**src/rtl/des_pkg.sv**
```systemverilog
// des_pkg: DES S-box tables, P permutation, FSM state type and width constants
package des_pkg;

    localparam int IN_W    = 48;
    localparam int OUT_W   = 32;
    localparam int CHUNK_W = 6;
    localparam int NIB_W   = 4;

    typedef enum logic [1:0] {IDLE, SUB, DONE} state_t;

    // SBOX[box][{row,col}]: index 0 of each 64-entry table is the leftmost hex digit
    localparam logic [0:7][0:63][NIB_W-1:0] SBOX = {
        256'hE4D12FB83A6C5907_0F74E2D1A6CB9538_41E8D62BFC973A50_FC8249175B3EA06D,
        256'hF18E6B34972DC05A_3D47F28EC01A69B5_0E7BA4D158C6932F_D8A13F42B67C05E9,
        256'hA09E63F51DC7B428_D709346A285ECBF1_D6498F30B12C5AE7_1AD069874FE3B52C,
        256'h7DE3069A1285BC4F_D8B56F03472C1AE9_A690CB7DF13E5284_3F06A1D8945BC72E,
        256'h2C417AB6853FD0E9_EB2C47D150FA3986_421BAD78F9C5630E_B8C71E2D6F09A453,
        256'hC1AF92680D34E75B_AF427C9561DE0B38_9EF528C3704A1DB6_432C95FABE17608D,
        256'h4B2EF08D3C975A61_D0B7491AE35C2F86_14BDC37EAF680592_6BD814A7950FE23C,
        256'hD2846FB1A93E50C7_1FD8A374C56B0E92_7B419CE206ADF358_21E74A8DFC90356B
    };

    // DES P permutation, 1-based DES bit numbers (bit 1 = MSB)
    localparam int P_TAB [32] = '{16, 7, 20, 21, 29, 12, 28, 17, 1, 15, 23, 26, 5, 18, 31, 10,
                                  2, 8, 24, 14, 32, 27, 3, 9, 19, 13, 30, 6, 22, 11, 4, 25};

    // output DES bit i+1 takes input DES bit P_TAB[i]
    function automatic logic [OUT_W-1:0] pperm(input logic [OUT_W-1:0] a);
        logic [OUT_W-1:0] r;
        r = '0;
        for (int i = 0; i < OUT_W; i++) r[OUT_W-1-i] = a[OUT_W-P_TAB[i]];
        return r;
    endfunction

endpackage

```
**src/rtl/sbox_compress_if.sv**
```systemverilog
// sbox_compress_if: valid/ready input (48-bit) and output (32-bit) channels of the S-box stage
interface sbox_compress_if;

    logic                        in_valid;
    logic                        in_ready;
    logic [des_pkg::IN_W-1:0]    in_data;
    logic                        out_valid;
    logic                        out_ready;
    logic [des_pkg::OUT_W-1:0]   out_data;

    modport master (output in_valid, in_data, out_ready, input in_ready, out_valid, out_data);
    modport slave  (input in_valid, in_data, out_ready, output in_ready, out_valid, out_data);

endinterface

```
**src/rtl/sbox_lookup.sv**
```systemverilog
// sbox_lookup: combinational single S-box lookup shared across all eight boxes
module sbox_lookup
    import des_pkg::*;
(
    input  logic [2:0]         box_i,
    input  logic [CHUNK_W-1:0] chunk_i,
    output logic [NIB_W-1:0]   val_o
);

    // row = outer bits {c5,c0}, column = inner bits c4..c1
    assign val_o = SBOX[box_i][{chunk_i[5], chunk_i[0], chunk_i[4:1]}];

endmodule

```
**src/rtl/sbox_compress.sv**
```systemverilog
// sbox_compress: serial DES S-box compression 48->32 bits, one box per cycle; SBOX_PPERM_EN adds the P permutation
module sbox_compress
    import des_pkg::*;
(
    input  logic            clk,
    input  logic            reset,
    sbox_compress_if.slave  bus
);

    state_t             state_q;
    logic [2:0]         idx_q;
    logic [IN_W-1:0]    shreg_q;
    logic [OUT_W-1:0]   acc_q;
    logic [OUT_W-1:0]   res_q;
    logic [NIB_W-1:0]   nib_d;
    logic [OUT_W-1:0]   acc_d;
    logic [OUT_W-1:0]   res_d;

    sbox_lookup u_lookup (
        .box_i   (idx_q),
        .chunk_i (shreg_q[IN_W-1 -: CHUNK_W]),
        .val_o   (nib_d)
    );

    assign acc_d = {acc_q[OUT_W-NIB_W-1:0], nib_d};

`ifdef SBOX_PPERM_EN
    assign res_d = pperm(acc_d);
`else
    assign res_d = acc_d;
`endif

    // control FSM: capture in IDLE, substitute one chunk per cycle in SUB, hold result in DONE
    always_ff @(posedge clk) begin
        if (reset) begin
            state_q <= IDLE;
            idx_q   <= '0;
            shreg_q <= '0;
            acc_q   <= '0;
            res_q   <= '0;
        end else begin
            case (state_q)
                IDLE: if (bus.in_valid) begin
                    shreg_q <= bus.in_data;
                    idx_q   <= '0;
                    acc_q   <= '0;
                    state_q <= SUB;
                end
                SUB: begin
                    acc_q   <= acc_d;
                    shreg_q <= shreg_q << CHUNK_W;
                    idx_q   <= idx_q + 3'd1;
                    if (idx_q == 3'd7) begin
                        res_q   <= res_d;
                        state_q <= DONE;
                    end
                end
                DONE: if (bus.out_ready) state_q <= IDLE;
                default: state_q <= IDLE;
            endcase
        end
    end

    assign bus.in_ready  = (state_q == IDLE) && !reset;
    assign bus.out_valid = (state_q == DONE);
    assign bus.out_data  = res_q;

endmodule
```
**src/flat_wrapper.sv**
```systemverilog
// flat-port wrapper written by rule: the top's interface ports become plain ports
module sbox_compress_flat import des_pkg::*;
  (clk, reset, bus_in_valid, bus_in_data, bus_out_ready, bus_in_ready, bus_out_valid, bus_out_data);
  sbox_compress_if bus_i ();
  input  logic clk;
  input  logic reset;
  input wire logic [$bits(bus_i.in_valid)-1:0] bus_in_valid;
  input wire logic [$bits(bus_i.in_data)-1:0] bus_in_data;
  input wire logic [$bits(bus_i.out_ready)-1:0] bus_out_ready;
  output wire logic [$bits(bus_i.in_ready)-1:0] bus_in_ready;
  output wire logic [$bits(bus_i.out_valid)-1:0] bus_out_valid;
  output wire logic [$bits(bus_i.out_data)-1:0] bus_out_data;
  assign bus_i.in_valid = bus_in_valid;
  assign bus_i.in_data = bus_in_data;
  assign bus_i.out_ready = bus_out_ready;
  assign bus_in_ready = bus_i.in_ready;
  assign bus_out_valid = bus_i.out_valid;
  assign bus_out_data = bus_i.out_data;
  sbox_compress u_core (.clk(clk), .reset(reset), .bus(bus_i));
endmodule
```
**config.mk**
```make
export PLATFORM = sky130hd
export DESIGN_NAME = sbox_compress_flat
export DESIGN_NICKNAME = d
export VERILOG_FILES = /design/src/rtl/des_pkg.sv /design/src/rtl/sbox_compress_if.sv /design/src/rtl/sbox_lookup.sv /design/src/rtl/sbox_compress.sv /design/src/flat_wrapper.sv
export SDC_FILE = /design/constraint.sdc
export NUM_CORES = 1
export LEC_CHECK = 0
export CAP_MARGIN = 20
export CORE_MARGIN = 2
export CORE_UTILIZATION = 35
export DETAILED_ROUTE_END_ITERATION = 16
export GPL_TIMING_DRIVEN = 0
export PLACE_DENSITY_LB_ADDON = 0.25
export SKIP_LAST_GASP = 1
export SLEW_MARGIN = 25
export SYNTH_ARGS = -nofsm -noshare
export SYNTH_HDL_FRONTEND = slang
export SYNTH_SLANG_ARGS = --single-unit
```
**constraint.sdc**
```tcl
create_clock -name clk -period 3.8 [get_ports clk]
set_clock_uncertainty 0.15 [all_clocks]
set_input_delay 0.76 -clock clk [delete_from_list [all_inputs] [get_ports clk]]
set_output_delay 0.76 -clock clk [all_outputs]
set_load 0.1 [all_outputs]
```
Word level (Yosys, flattened, before mapping)
Memory sizes are Yosys's and may differ from the RTL's.
Cells that the tools add are included.
{"block": "classes", "n_addsub": 1, "magnitude_cmp": 2, "n_eq_ne": 6, "mux": 15, "bitwise": 2, "reduce_logical": 7}
{"op": "256-bit two-way mux", "count": 2}
{"op": "48-bit one-hot mux with 2 select lines", "count": 1}
{"op": "28-bit one-hot mux with 2 select lines", "count": 1}
{"op": "48-bit two-way mux", "count": 1}
{"op": "28-bit two-way mux", "count": 1}
{"op": "4-bit binary-select mux with 6-bit select", "count": 1}
{"op": "4-bit two-way mux", "count": 2}
{"op": "7-bit >= comparator (second input constant)", "count": 1}
{"op": "6-bit inverter with 7-bit output", "count": 1}
{"op": "2-bit two-way mux", "count": 3}
{"op": "2-bit one-hot mux with 3 select lines", "count": 1}
{"op": "3-bit one-hot mux with 2 select lines", "count": 1}
{"op": "4-bit >= comparator (second input constant)", "count": 1}
{"op": "2-bit inequality test (second input constant)", "count": 2}
{"op": "3-bit inverter with 4-bit output", "count": 1}
{"op": "2-bit AND reduction", "count": 2}
{"op": "3-bit by 1-bit adder with 3-bit output (second input constant)", "count": 1}
{"op": "3-bit equality test (second input constant)", "count": 1}
{"op": "3-bit two-way mux", "count": 1}
{"op": "3-bit AND reduction", "count": 1}
{"op": "2-bit by 1-bit equality test with 1-bit output (second input constant)", "count": 1}
{"op": "2-bit equality test (second input constant)", "count": 1}
{"op": "2-bit logical NOT", "count": 1}
{"op": "2-bit by 1-bit inequality test with 1-bit output (second input constant)", "count": 1}
{"op": "3 further kinds", "count": 3}
{"block": "word_totals", "register_bits": 113, "romBits": 2048, "in_bits": 52, "out_inout_bits": 34, "wordCells": 39, "memories": 1}
{"memory": "(no name shown)", "depth": 8, "width": 256, "rd": 1, "rd_ports_with_merged_regs": 0, "wr": 0, "line": "sbox_lookup.sv:11", "text": "assign val_o = SBOX[box_i][{chunk_i[5], chunk_i[0], chunk_i[4:1]}];"}

Depth between registers and ports, before layout
{"block": "logic_depth", "depth_word": 8, "ltp_mapped": 12, "ltp_nobuf": 9}

Cells and area by module
A second synthesis with hierarchy kept.
{"block": "unflattened", "hier_cells": 972, "hier_area_um2": 7915.1}
{"module": "sbox_compress", "instances": 1, "cells_each": 435, "area_per_inst_um2": 4468.0, "seq_area_each_um2": 2262.2}
{"module": "sbox_lookup", "instances": 1, "cells_each": 537, "area_per_inst_um2": 3447.1, "seq_area_each_um2": 0.0}

Worst setup path after synthesis
Ideal clock, no wire load.
{"block": "synth_path", "path_type": "input to output", "startpoint": "in reset", "endpoint": "out bus_in_ready", "arrival_time_ns": 3.166, "t_required_ns": 2.890, "path_slack_ns": -0.276, "stages": 3, "path_buffers": 2, "path_cell_list": "clkbuf_1 > clkbuf_1 > nor3_1"}
{"block": "synth_via", "elab_chain_len": 2}
{"element": "start: declaration", "line": "flat_wrapper.sv:6", "text": "input logic reset;"}
{"element": "1-bit logical NOT", "line": "sbox_compress.sv:64", "text": "assign bus.in_ready = (state_q == IDLE) && !reset;"}
{"element": "1-bit logical AND", "line": "sbox_compress.sv:64"}
{"element": "end: declaration", "line": "flat_wrapper.sv:10", "text": "output wire logic [$bits(bus_i.in_ready)-1:0] bus_in_ready;"}
No other way between the ends.

Worst setup path after layout
{"block": "layout_path", "startpoint": "reg u_core.idx_q[1]", "endpoint": "reg u_core.res_q[1] (netlist: u_core.bus.out_data[1])"}
{"block": "layout_via", "elab_chain_len": 7, "word_cells_on_any_way": 9, "classes_between": "eq/ne: 1; mux: 5; bitwise: 1; reduce/logical: 1; memory: 1"}
{"element": "start: declaration", "line": "sbox_compress.sv:11", "text": "logic [2:0] idx_q;"}
{"element": "start signal: assignment", "line": "sbox_compress.sv:52", "text": "idx_q <= idx_q + 3'd1;"}
{"element": "3-bit inverter with 4-bit output (implied by the code)", "line": "sbox_lookup.sv:11"}
{"element": "memory 8 x 256 bit"}
{"element": "256-bit two-way mux (implied by the code) (2 in series)", "line": "sbox_lookup.sv:11"}
{"element": "4-bit binary-select mux with 6-bit select", "line": "sbox_lookup.sv:11"}
{"element": "4-bit two-way mux (implied by the code) (2 in series)", "line": "sbox_lookup.sv:11"}
{"element": "end signal: assignment", "line": "sbox_compress.sv:54", "text": "res_q <= res_d;"}
{"element": "end: declaration", "line": "sbox_compress.sv:14", "text": "logic [OUT_W-1:0] res_q;"}
Several ways; a longest one is shown, not always the timed one. The select of a mux whose other input is x is not followed.
A chain may end at the register's enable or synchronous reset.

==> metrics.csv <==
stage;metric;value;unit
die;fp.dieW;153;microns
pwr;p_leak;3.47;nW
clock_tree;h-tree-depth;4;
setup_path;cp_data_arrival_time;4.02;ns
sta;rsz0062_at_grt;yes;
die;start_util;35.7;%
routing;drcViolationCount;0;
clock_tree;cts_buffers;17;
setup_path;cp_common_cell;buf_4;
global_route;antenna_found_initial;0;
global_route;grt_overflow_total;0;
yosys;syn_avg_cell_area;7.20;sq um
placed_design;placed_cells;1445;
setup_path;cpLargestDelayFamily;compound AO/OA/AOI/OAI gates;
status;status;finished, violations left;
global_route;grt_pass1_wl;63400;microns
die;placementRows;54;
worst_hold_path;hp-class;reg2reg;
global_route;grt_pass1_vias;9344;
global_route;grt_max_degree;17;
setup_path;reg2reg_to;u_core.bus.out_data[1]$_SDFFE_PP0P_;
setup_path;crit_fanout;11;
setup_path;worst-setup-path-type;reg2reg;
global_route;busiest_layer;met2;
placed_design;pre_cts_ws;-1.36;ns
run;maxCapViolCount;0;
sta;max_freq;0.256;GHz
yosys;synth_edf_count;0;
clock_tree;tritoncts;built;
sta;fin_crit;3.91;ns
setup_path;worst_path_max_delay_cell;a21oi_1;
yosys;synth-seq-cells;113;
global_route;grt_use_met2;57.0;%
cells_and_area;multiInputGateArea;5050;sq um
cells_and_area;num-nets-final;1253;
status;violations;setup timing;
placed_design;place.gp.congestion;1.04;
clock_tree;path_clk_slew;0.06;ns
placed_design;portBuffers;84;
sta;max_slew_margin;33.0;%
yosys;syn_inst;1081;
placed_design;dp_hpwl;31200;microns
clock_tree;clk_latency;0.41;ns
routing;routed_wl;43800;microns
worst_hold_path;min-delay-start;u_core.bus.out_data[20]$_SDFFE_PP0P_;
cells_and_area;fin_cells;1479;
setup_path;end_kind;register;
yosys;async_reset_ff_share;0;%
pwr;power.density;406;nW/um^2
setup_path;r2r_setup_slack;-0.11;ns
setup_path;critPathBufInv;4;
clock_tree;clock_sinks;113;
routing;ant_nets;0;
routing;initialDrtViolationCount;1118;
global_route;grt_usage;36.4;%
setup_path;worstSetupPathDepth;11;
setup_path;rr_startpoint;u_core.idx_q[1]$_SDFFE_PP0P_;
sta;fin_ws;-0.111;ns
cells_and_area;layout_common_cells;nand2_1, nor2_1, dfxtp_1, a21oi_1, clkdlybuf4s50_1;
routing;avgRoutedWirePerCell;29.6;microns
pwr;ir_worst_vdd;330;uV
worst_hold_path;min_to;u_core.bus.out_data[20]$_SDFFE_PP0P_;
cells_and_area;syn_to_final_growth;25.3;%
yosys;seq_area_frac_synth;29.1;%
yosys;synthFlopType;dfxtp_1;
routing;via_count;9771;
global_route;grt_util_met1;44.9;%
yosys;syn_nets;1148;
sta;worst_pin_slew;1.00;ns
setup_path;crit_path_start_kind;register;
routing;first_pass_iters;8;
setup_path;required;3.91;ns
setup_path;cp_cell_sequence;buf_4 > clkinvlp_4 > ha_1 > clkbuf_1 > a21oi_1 > a32oi_2 > mux2i_1 > a2111oi_2 > nor4_2 > buf_4 > a211oi_2;
sta;drv_slew;0;
sta;setup_viol;6;
yosys;netlist_area;7780;sq um
die;dieArea;23500;sq um
sta;post-route-period-util;103;%
setup_path;r2r_cells;11;
sta;hold_viol_final;0;
cells_and_area;regArea;2270;sq um
die;core;21800;sq um
routing;viasPerCell;6.61;
global_route;grt_util_met3;7.94;%
clock_tree;cts_root_buf;clkbuf_16;
yosys;synth.distinct_cells;73;
cells_and_area;final_common_cell;nand2_1;
die;ios;86;
cells_and_area;drive_gt1_share;10.8;%
yosys;yosysWarnings;0;
die;dieHeight;153;microns
worst_hold_path;holdPathStages;2;
cells_and_area;antenna_cells;0;
clock_tree;hold_buffers;0;
clock_tree;clk_path_buf_depth;2;
setup_path;critical_path.max_stage_delay;0.71;ns
sta;finalSetupTns;-0.494;ns
cells_and_area;nFillCells;2211;
[cells by family (layout without fill, tap and decap cells)]
| kind of cell | Yosys count | after routing | share of synthesized area [%] |
|---|---|---|---|
| xor gates and xnor gates | 1 | 1 | 0.113 |
| adders and majority gates | 15 | 15 | 2.41 |
| muxes | 14 | 14 | 2.94 |
| and+or+nand+nor | 460 | 460 | 27.0 |
| DFF | 113 | 113 | 29.1 |
| AOI/OAI and AO/OA | 346 | 346 | 31.1 |
| buffers and inverters | 132 | 250 | 7.39 |
[metrics by stage]
stage	hold WS [ns]	cell area (sq um)	total power [mW]	util [%]
5_1_grt	0.323	9760	4.06	44.7
4_1_cts	0.307	9720	3.90	44.5
3_5_place_dp	0.297	8980	2.23	41.2
3_3_place_gp	0.295	8980	2.26	41.2
2_1_floorplan	0.282	7790	1.83	-
6_report	0.306	9760	3.96	44.7
[synth_stat cells, types with 10 or more instances]
cell type | n | area share (%)
a22oi_1 | 26 | 2.5
nand3_1 | 22 | 1.4
buf_1 | 10 | 0.48
o211ai_1 | 10 | 0.96
a211oi_1 | 20 | 1.9
nor2_1 | 132 | 6.4
ha_1 | 15 | 2.4
a31oi_1 | 15 | 1.2
nor2b_1 | 26 | 2.1
nor3b_1 | 12 | 1.2
dfxtp_1 | 113 | 29
a21oi_1 | 93 | 6.0
nor3_1 | 26 | 1.7
nand2b_1 | 31 | 2.5
inv_1 | 12 | 0.58
clkbuf_1 | 69 | 3.3
a311oi_1 | 53 | 6.0
nand2_1 | 172 | 8.3
buf_2 | 27 | 1.7
o21ai_0 | 44 | 2.8
[registers in the layout (all words and copies together), names as in the netlist]
name                 cells
u_core.idx_q             3
u_core.bus.out_data     32
u_core.state_q           2
u_core.shreg_q          48
u_core.acc_q            28
[area by class of cell]
class,count,area share (%)
Clock inverter,14,1.72
Multi-Input combinational cell,836,51.8
Tap cell,280,3.59
Inverter,15,0.616
Buffer,114,5.51
Clock buffer,18,4.50
Sequential cell,113,23.3
Timing Repair Buffer,89,9.03
[layer usage]
layer,routed length (microns),part of all wire [%]
met5,0,0
met4,3590,8.2
met3,4510,10
met2,19200,44
met1,16600,38
[power by group]
| group | internal (mW) | switching, mW | leakage (nW) |
|---|---|---|---|
| combinational | 0.329 | 0.696 | 2.25 |
| clock | 1.01 | 0.652 | 0.299 |
| sequential | 1.23 | 0.0407 | 0.924 |
| total | 2.57 | 1.39 | 3.47 |
[worst max-delay path by stage]
stage | start | to | slack (ns)
detailed placement | u_core.idx_q[0]$_SDFFE_PP0P_ | u_core.bus.out_data[1]$_SDFFE_PP0P_ | -1.36
finish | u_core.idx_q[1]$_SDFFE_PP0P_ | u_core.bus.out_data[1]$_SDFFE_PP0P_ | -0.11
floorplan | reset | bus_in_ready | 0.58
global placement | u_core.idx_q[0]$_SDFFE_PP0P_ | u_core.bus.out_data[3]$_SDFFE_PP0P_ | -1.47
CTS | u_core.idx_q[1]$_SDFFE_PP0P_ | u_core.acc_q[0]$_SDFFE_PP0P_ | -0.03
global route | u_core.idx_q[0]$_SDFFE_PP0P_ | u_core.acc_q[2]$_SDFFE_PP0P_ | -0.06
[what timing repair did]
item / in CTS / in global routing
gates resized for setup: 28 / 18
endpoints found under the setup margin: 8 / 9
pin swaps: 2 / 0
buffers inserted: 5 / 0
[worst min-delay path, stage by stage (launching register included)]
cell and delay, ns:
dfxtp_1 0.31, nand2_1 0.05, a21oi_1 0.05
Power figures use the tool's default switching activity.
